File: config.mk
export PLATFORM = sky130hd
export DESIGN_NAME = seqdet_ctrl
export DESIGN_NICKNAME = d
export VERILOG_FILES = /design/src/rtl/seqdet_ctrl.sv
export SDC_FILE = /design/constraint.sdc
export NUM_CORES = 1
export LEC_CHECK = 0
export CAP_MARGIN = 25
export CORE_UTILIZATION = 54
export CTS_CLUSTER_SIZE = 10
export DETAILED_ROUTE_END_ITERATION = 10
export PLACE_DENSITY = 0.89
export SLEW_MARGIN = 20
export SYNTH_ARGS = -nofsm -noshare
export SYNTH_HDL_FRONTEND = slang
export SYNTH_SLANG_ARGS = --single-unit
export TNS_END_PERCENT = 10
File: constraint.sdc
create_clock -name clk -period 3.6 [get_ports clk]
set_clock_uncertainty 0.2 [all_clocks]
set_input_delay 0.54 -clock clk [delete_from_list [all_inputs] [get_ports clk]]
set_output_delay 0.54 -clock clk [all_outputs]
set_load 0.02 [all_outputs]
File: src/rtl/seqdet_ctrl.sv
// rtl/seqdet_ctrl.sv - configurable serial pattern detector with run/stop control and match counting
module seqdet_ctrl #(
    parameter int MAXLEN = 8,
    parameter int CNTW   = 8
) (
    input  logic              clk,
    input  logic              rst,
    input  logic              cfg_we,
    input  logic [MAXLEN-1:0] cfg_pattern,
    input  logic [3:0]        cfg_len,
    input  logic              cfg_overlap,
    input  logic [CNTW-1:0]   cfg_target,
    input  logic              start,
    input  logic              stop,
    input  logic              x,
    input  logic              x_valid,
    output logic              x_ready,
    output logic              z,
    output logic [CNTW-1:0]   match_cnt,
    output logic              busy,
    output logic              done,
    output logic              err
);

    typedef enum logic [1:0] {IDLE, RUN, DONE} state_t;

    state_t            state;
    logic [MAXLEN-1:0] sr;
    logic [MAXLEN-1:0] pattern;
    logic [3:0]        len;
    logic [3:0]        fill;
    logic              overlap;
    logic [CNTW-1:0]   target;

    logic [MAXLEN-1:0] len_mask;
    logic [MAXLEN-1:0] sr_next;
    logic [3:0]        fill_inc;
    logic [CNTW-1:0]   cnt_inc;
    logic              xfer;
    logic              hit;
    logic              len_ok;

    assign x_ready = (state == RUN);
    assign busy    = (state == RUN);
    assign done    = (state == DONE);

    // Only the low len bits of the shift register take part in the compare.
    always_comb begin
        len_mask = '0;
        for (int i = 0; i < MAXLEN; i++) begin
            if (i < int'(len)) len_mask[i] = 1'b1;
        end
    end

    assign len_ok   = (len != 4'd0) && (int'(len) <= MAXLEN);
    assign xfer     = (state == RUN) && x_valid;
    assign sr_next  = {sr[MAXLEN-2:0], x};
    assign fill_inc = (fill >= len) ? len : fill + 4'd1;
    assign hit      = xfer && (fill_inc >= len) && (((sr_next ^ pattern) & len_mask) == '0);
    assign cnt_inc  = (match_cnt == '1) ? match_cnt
                                        : match_cnt + {{(CNTW-1){1'b0}}, 1'b1};

    always_ff @(posedge clk or negedge rst) begin
        if (!rst) begin
            state     <= IDLE;
            sr        <= '0;
            fill      <= '0;
            pattern   <= '0;
            len       <= '0;
            overlap   <= 1'b0;
            target    <= '0;
            match_cnt <= '0;
            z         <= 1'b0;
            err       <= 1'b0;
        end else begin
            z   <= 1'b0;
            err <= 1'b0;

            if (xfer) begin
                sr   <= sr_next;
                fill <= fill_inc;
                if (hit) begin
                    z         <= 1'b1;
                    match_cnt <= cnt_inc;
                    if (!overlap) fill <= '0;
                end
            end

            if (cfg_we) begin
                if (state == IDLE) begin
                    pattern <= cfg_pattern;
                    len     <= cfg_len;
                    overlap <= cfg_overlap;
                    target  <= cfg_target;
                end else begin
                    err <= 1'b1;
                end
            end

            unique case (state)
                IDLE, DONE: begin
                    // stop takes priority over a simultaneous start
                    if (stop) begin
                        state <= IDLE;
                    end else if (start) begin
                        if (len_ok) begin
                            state     <= RUN;
                            match_cnt <= '0;
                            sr        <= '0;
                            fill      <= '0;
                        end else begin
                            err <= 1'b1;
                        end
                    end
                end
                RUN: begin
                    if (stop) begin
                        state <= IDLE;
                    end else if (hit && (target != '0) && (cnt_inc == target)) begin
                        state <= DONE;
                    end
                end
                default: state <= IDLE;
            endcase
        end
    end

endmodule

==> results of run 1 <==
-- critical path: stages (launching register included) --
cell and delay, ps:
dfrtp_1 480, inv_1 140, ha_1 320, nand2_1 80, o21ai_2 270, mux2_2 410, ha_1 290, a211oi_1 60
o21bai_1 160, o211ai_2 220, nor4_1 520, a22oi_1 130
-- state kept, by name, indices dropped and copies added, names as in the netlist --
signal	count
err	1
match_cnt	8
z	1
target	8
pattern	8
sr	7
len	4
fill	4
state	2
overlap	1
-- worst min-delay path by stage --
stage	start	to	slack, ps	cells past startpoint
4_1_cts	rst	fill[3]	230	1
6_report	rst	len[3]	30	1
5_1_grt	rst	pattern[2]	70	1
3_3_place_gp	pattern[3]	pattern[3]	310	1
2_1_floorplan	rst	err	40	0
3_5_place_dp	pattern[3]	pattern[3]	320	1
-- synthesized netlist by cell type (all sizes together), types with 6 or more instances --
library cell	n
nand3	11
o31ai	6
o21ai	16
nor2	9
nand2	31
dfrtp	44
xor2	7
inv	8
nand2b	8
a21oi	23
ha	10
clkbuf	9
xnor2	8
mux2	18
-- cells in the final DEF (no fill, tap or decap), types with 3 or more instances in the layout --
cell | Yosys | layout
nand2_1 | 31 | 31
inv_1 | 8 | 8
nand2b_1 | 8 | 8
mux2_2 | 18 | 18
o31ai_1 | 6 | 6
ha_1 | 10 | 10
xor2_1 | 7 | 7
dfrtp_1 | 44 | 44
clkbuf_8 | 0 | 6
xnor2_1 | 8 | 8
or4_1 | 3 | 3
nor3_1 | 3 | 3
clkdlybuf4s50_1 | 0 | 39
nor2b_1 | 4 | 4
o21ai_0 | 15 | 15
nand4_1 | 4 | 4
nor4_1 | 3 | 3
nor2_1 | 9 | 9
a21oi_1 | 23 | 23
nand3_1 | 11 | 11
a31oi_1 | 4 | 4
-- stage by stage --
step	worst slack (ps)	hold slack [ps]	std cells	utilization, %	total power [uW]
CTS	118	227	362	69.3	1630
detailed placement	121	320	354	67.2	1320
global route	-19.7	67.2	363	70.0	1760
global placement	285	314	354	67.2	1290
finish	170	30.6	363	70.0	1650
floorplan	451	44.4	271	-	1120
-- final cells by class --
type	count	area share, %
inverters	9	1.07
flip-flops and latches	44	34.9
clock inverters	2	0.318
clock buffers	6	2.62
well taps	52	2.06
repair buffers	43	13.9
multi-input cells	207	45.1
-- logic make-up (layout without fill, tap and decap cells) --
family                   count (synthesis)  after routing  synth area share (%)
AO/OA/AOI/OAI                           70             70                  17.3
XOR/XNOR                                15             15                  5.05
adder cells (fa/ha/maj)                 10             10                  4.81
buffers and inverters                   20             60                  3.32
flip-flops                              44             44                  42.3
multiplexers                            20             20                  8.57
AND/OR/NAND/NOR                         92             92                  18.6
-- per-layer routing --
| layer | up-vias | track usage (%) | part of all wire, % |
|---|---|---|---|
| met5 | - | 0 | 0 |
| met4 | 0 | 6.44 | 0.81 |
| met3 | 6 | 4.50 | 7.0 |
| met2 | 108 | 38.9 | 47 |
| met1 | 1050 | 38.1 | 45 |
| li1 | 1070 | - | - |
-- report_power, final --
part | switching (uW) | internal (uW) | leakage (uW)
Sequential | 115 | 588 | 0.000564
Clock | 166 | 153 | 0.0000510
Combinational | 322 | 309 | 0.000691
==> summary.txt, run 1 <==
Status
  • Status: complete, but fails checks
  • Failing checks: DRC

Final layout
  • # nets final: 348
  • Antenna Cells: 0
  • FILL cells: 340
  • Footprint of the multi-input gates: 1420 um^2
  • Share of layout cells above drive strength 1: 12.5%
  • Register area: 1100 um^2
  • Area grow syn2layout: 21.2%
  • Post-route cell area: 3150 um^2

Clock network
  • Bufs on Longest Clock Path: 2
  • Post-CTS repair timing setup buffer count: 0
  • Root Driver: clkbuf_8
  • CTS H-tree depth: 2
  • Num CTS Buffers: 5
  • Clock Sinks: 44
  • CTS tree: built
  • Clk slew on worst S/H paths: 90 ps
  • # hold bufs at CTS: 0
  • Post-CTS sizing: 0
  • Clk_lat worst skew: 290 ps

Floorplanning
  • DIE AREA: 5100 um^2
  • Die height: 71.4 um
  • Die W: 71.4 um
  • IO Count: 41
  • Core Box Area: 4500 um^2
  • Initial Util: 57.7%
  • Number of cell rows: 24

Drt
  • WL per Instance: 16.6 um
  • Routed vias: 2234
  • Total Wirelength: 6030 um
  • First DRT Iteration DRCs: 238
  • Drt first pass iters: 9
  • DR DRC count: 3
  • Post-route ant nets: 0
  • Via density: 6.15

Worst setup path
  • Crit Path Category: register to register
  • Crit path DAT: 3370 ps
  • Worst Setup SP: len[3]
  • Req. time, crit path: 3540 ps
  • FF-to-FF setup slack: 170 ps
  • Reg2Reg Depth: 11
  • Worst R2R Start: len[3]
  • Critical Path Sink Type: register
  • Crit path to: state[0]
  • Worst-path fanout max: 11
  • Worst setup SP type: register
  • FF-to-FF End: state[0]

Logic synthesis
  • Yosys top cell by area: dfrtp_1
  • Gate Count Post-Synth: 271
  • Top FF cell, synth: dfrtp_1
  • Mapped Area: 2600 um^2
  • Synthesized area per cell: 9.59 um^2
  • Mapped Nets: 309
  • Synthesis Warnings: 0
  • Async SR Flop Fraction: 100%
  • Distinct cells, synth: 52
  • Sequential area share after synthesis: 42.3%
  • #FFs+latches synth: 44
  • Top cells by area, synth: dfrtp_1 42%, mux2_2 7.8%, ha_1 4.8%
  • Post-synth top area share: 42.3%
  • Number of synthesized flops with an enable pin: 0

STA
  • Final hold vios: 0
  • Fmax: 0.292 GHz
  • Worst-margin pin slew: 559 ps
  • Rel. slew slack: 62.7%
  • Fin crit share: 95.3%
  • Fin crit period: 3430 ps
  • Setup violators final: 0
  • Setup TNS Final: 0 ps
  • Slew Limit Fails: 0

Global route
  • Initial antenna violation count: 0
  • GRT Resource Usage Total: 25.6%
  • Vias in the first global route: 2078
  • Largest net degree at the start of global routing: 45
  • First-pass GRT wire length: 10200 um
  • Global route overflow: 0

Placement
  • Input/output buffers: 40
  • Placer Congestion: 0.951
  • Placed cell area: 3030 um^2
  • DP Wirelength: 4430 um

Pwr
  • Static leakage: 0.00131 uW
  • Pwr per Cell Area: 524 nW/um^2
  • Worst VDD drop: 0.352 mV

Hold path
  • Worst hold path class: input pin to asynchronous set/reset pin

Run
  • Count of maximum capacitance violations: 0
Note: power is estimated with default switching activity, not from simulation.
==> run 2: changes to the inputs <==
- CORE_ASPECT_RATIO: default -> 1.75
==> summary.txt, run 2 (same netlist as run 1, synthesis figures left out) <==
Pwr
  • Pwr per Cell Area: 571 nW/um^2 (was 524 nW/um^2)
  • Worst VDD drop: 0.493 mV (was 0.352 mV)
  • Static leakage: 0.00133 uW (was 0.00131 uW)

STA
  • Fin crit share: 95.5% (was 95.3%)
  • Final worst slack: 163 ps (was 170 ps)
  • Fmax: 0.291 GHz (was 0.292 GHz)
  • Worst-margin pin slew: 836 ps (was 559 ps)
  • Final hold vios: 0 (unchanged)
  • Setup TNS Final: 0 ps (unchanged)
  • Fin crit period: 3440 ps (was 3430 ps)
  • Setup violators final: 0 (unchanged)
  • Rel. slew slack: 43.8% (was 62.7%)
  • Slew Limit Fails: 0 (unchanged)

Global route
  • First-pass GRT wire length: 10900 um (was 10200 um)
  • GRT Resource Usage Total: 30.1% (was 25.6%)
  • Largest net degree at the start of global routing: 45 (unchanged)
  • Initial antenna violation count: 0 (unchanged)
  • Global route overflow: 0 (unchanged)
  • Vias in the first global route: 2314 (was 2078)

Worst setup path
  • Worst R2R Start: len[1] (was len[3])
  • Crit Path Category: register to register (unchanged)
  • Critical Path Max Stage Delay: 590 ps (was 520 ps)
  • Crit path DAT: 3460 ps (was 3370 ps)
  • Crit path buf inv count: 1 (unchanged)
  • Worst-path fanout max: 11 (unchanged)
  • Worst path cell trace: inv_1 > ha_1 > a21oi_1 > o21ai_2 > mux2_2 > ha_1 > a211oi_1 > o21bai_1 > o211ai_2 > or4_1 > a21oi_1 (was inv_1 > ha_1 > nand2_1 > o21ai_2 > mux2_2 > ha_1 > a211oi_1 > o21bai_1 > o211ai_2 > nor4_1 > a22oi_1)
  • Delay-heaviest family, CP: compound AO/OA/AOI/OAI gates (unchanged)
  • FF-to-FF setup slack: 160 ps (was 170 ps)
  • Req. time, crit path: 3630 ps (was 3540 ps)
  • Crit-path slowest cell: or4_1 (was nor4_1)
  • Reg2Reg Depth: 11 (unchanged)
  • Critical Path Sink Type: register (unchanged)
  • Worst setup SP type: register (unchanged)
  • FF-to-FF End: match_cnt[5] (was state[0])

Final layout
  • Area grow syn2layout: 22.8% (was 21.2%)
  • Post-route cell area: 3190 um^2 (was 3150 um^2)
  • Most frequent cells in the layout: 44 x dfrtp_1, 39 x clkdlybuf4s50_1, 31 x nand2_1 (unchanged)
  • Share of layout cells above drive strength 1: 13.1% (was 12.5%)
  • Footprint of the multi-input gates: 1420 um^2 (unchanged)
  • Commonest non-fill, non-tap cell in the layout: dfrtp_1 (unchanged)
  • FILL cells: 368 (was 340)
  • Register area: 1100 um^2 (unchanged)
  • # nets final: 351 (was 348)
  • Top flop regs: match_cnt (8), pattern (8), target (8) (unchanged)
  • Antenna Cells: 0 (unchanged)

Clock network
  • Post-CTS repair timing setup buffer count: 0 (unchanged)
  • Clk_lat worst skew: 300 ps (was 290 ps)
  • Num CTS Buffers: 5 (unchanged)
  • Root Driver: clkbuf_8 (unchanged)
  • Clk slew on worst S/H paths: 90 ps (about the same)
  • Bufs on Longest Clock Path: 2 (unchanged)
  • CTS H-tree depth: 2 (unchanged)
  • Clock Sinks: 44 (unchanged)
  • Post-CTS sizing: 0 (unchanged)
  • # hold bufs at CTS: 0 (unchanged)
  • CTS tree: built (unchanged)

Drt
  • Drt first pass iters: 4 (was 9)
  • Routed vias: 2381 (was 2234)
  • DR DRC count: 0 (was 3)
  • Post-route ant nets: 0 (unchanged)
  • WL per Instance: 18.8 um (was 16.6 um)
  • Total Wirelength: 6850 um (was 6030 um)
  • Via density: 6.52 (was 6.15)
  • First DRT Iteration DRCs: 106 (was 238)

Placement
  • Placed cell area: 3060 um^2 (was 3030 um^2)
  • Post-place setup slack: 133 ps (was 121 ps)
  • Placer Congestion: 1.00 (was 0.951)
  • Input/output buffers: 40 (unchanged)
  • DP Wirelength: 4860 um (was 4430 um)

Run
  • Count of maximum capacitance violations: 0 (unchanged)

Status
  • Status: completed (was complete, but fails checks)

Floorplanning
  • Die W: 54.5 um (was 71.4 um)
  • DIE AREA: 5110 um^2 (was 5100 um^2)
  • Die height: 93.8 um (was 71.4 um)
  • Core Box Area: 4670 um^2 (was 4500 um^2)
  • IO Count: 41 (unchanged)
  • Number of cell rows: 33 (was 24)
  • Initial Util: 55.7% (was 57.7%)

Hold path
  • Worst hold path class: input pin to asynchronous set/reset pin (unchanged)
==> run 2: metal layers <==
layer,share of wire (%),GRT usage (%)
met5,0,0
met4,6.0,19.4
met3,6.5,6.63
met1,33,31.3
met2,54,51.1
==> run 2: worst max path at each step <==
stage           start            to  slack (ps)  cells past startpoint
6_report       len[1]  match_cnt[5]         160                     11
5_1_grt        len[1]  match_cnt[5]          -9                     13
4_1_cts        len[1]  match_cnt[6]         110                     13
3_5_place_dp   len[1]  match_cnt[6]         130                     13
3_3_place_gp   len[1]  match_cnt[3]         310                     11
2_1_floorplan  len[0]  match_cnt[5]         450                     12
==> run 2: per-stage QoR <==
step | utilization (%) | instances | hold WS [ps] | total power (uW)
floorplan | - | 271 | 44.4 | 1120
global placement | 65.5 | 358 | 313 | 1320
detailed placement | 65.5 | 358 | 319 | 1350
CTS | 68.3 | 365 | 234 | 1800
global route | 68.4 | 365 | 75.2 | 1910
finish | 68.4 | 365 | 27.8 | 1820
==> run 2: report_power, final <==
| part | switching, uW | internal, uW | total (uW) | leakage (uW) |
|---|---|---|---|---|
| Sequential | 103 | 588 | 692 | 0.000564 |
| Combinational | 365 | 323 | 688 | 0.000699 |
| Clock | 171 | 273 | 444 | 0.0000642 |
==> run 2: layout make-up <==
class / count / share of cell area, %
clock buffer: 5 / 2.16
clock inverter: 2 / 1.88
inverter: 9 / 1.06
multi-input combinational: 207 / 44.5
sequential: 44 / 34.5
tap: 52 / 2.04
timing repair buffer: 46 / 13.9
==> run 2: worst register-to-register path, cell delays in order (launching register included) <==
cell	delay [ps]
dfrtp_1	440
inv_1	130
ha_1	300
a21oi_1	90
o21ai_2	300
mux2_2	390
ha_1	290
a211oi_1	70
o21bai_1	160
o211ai_2	240
or4_1	590
a21oi_1	180
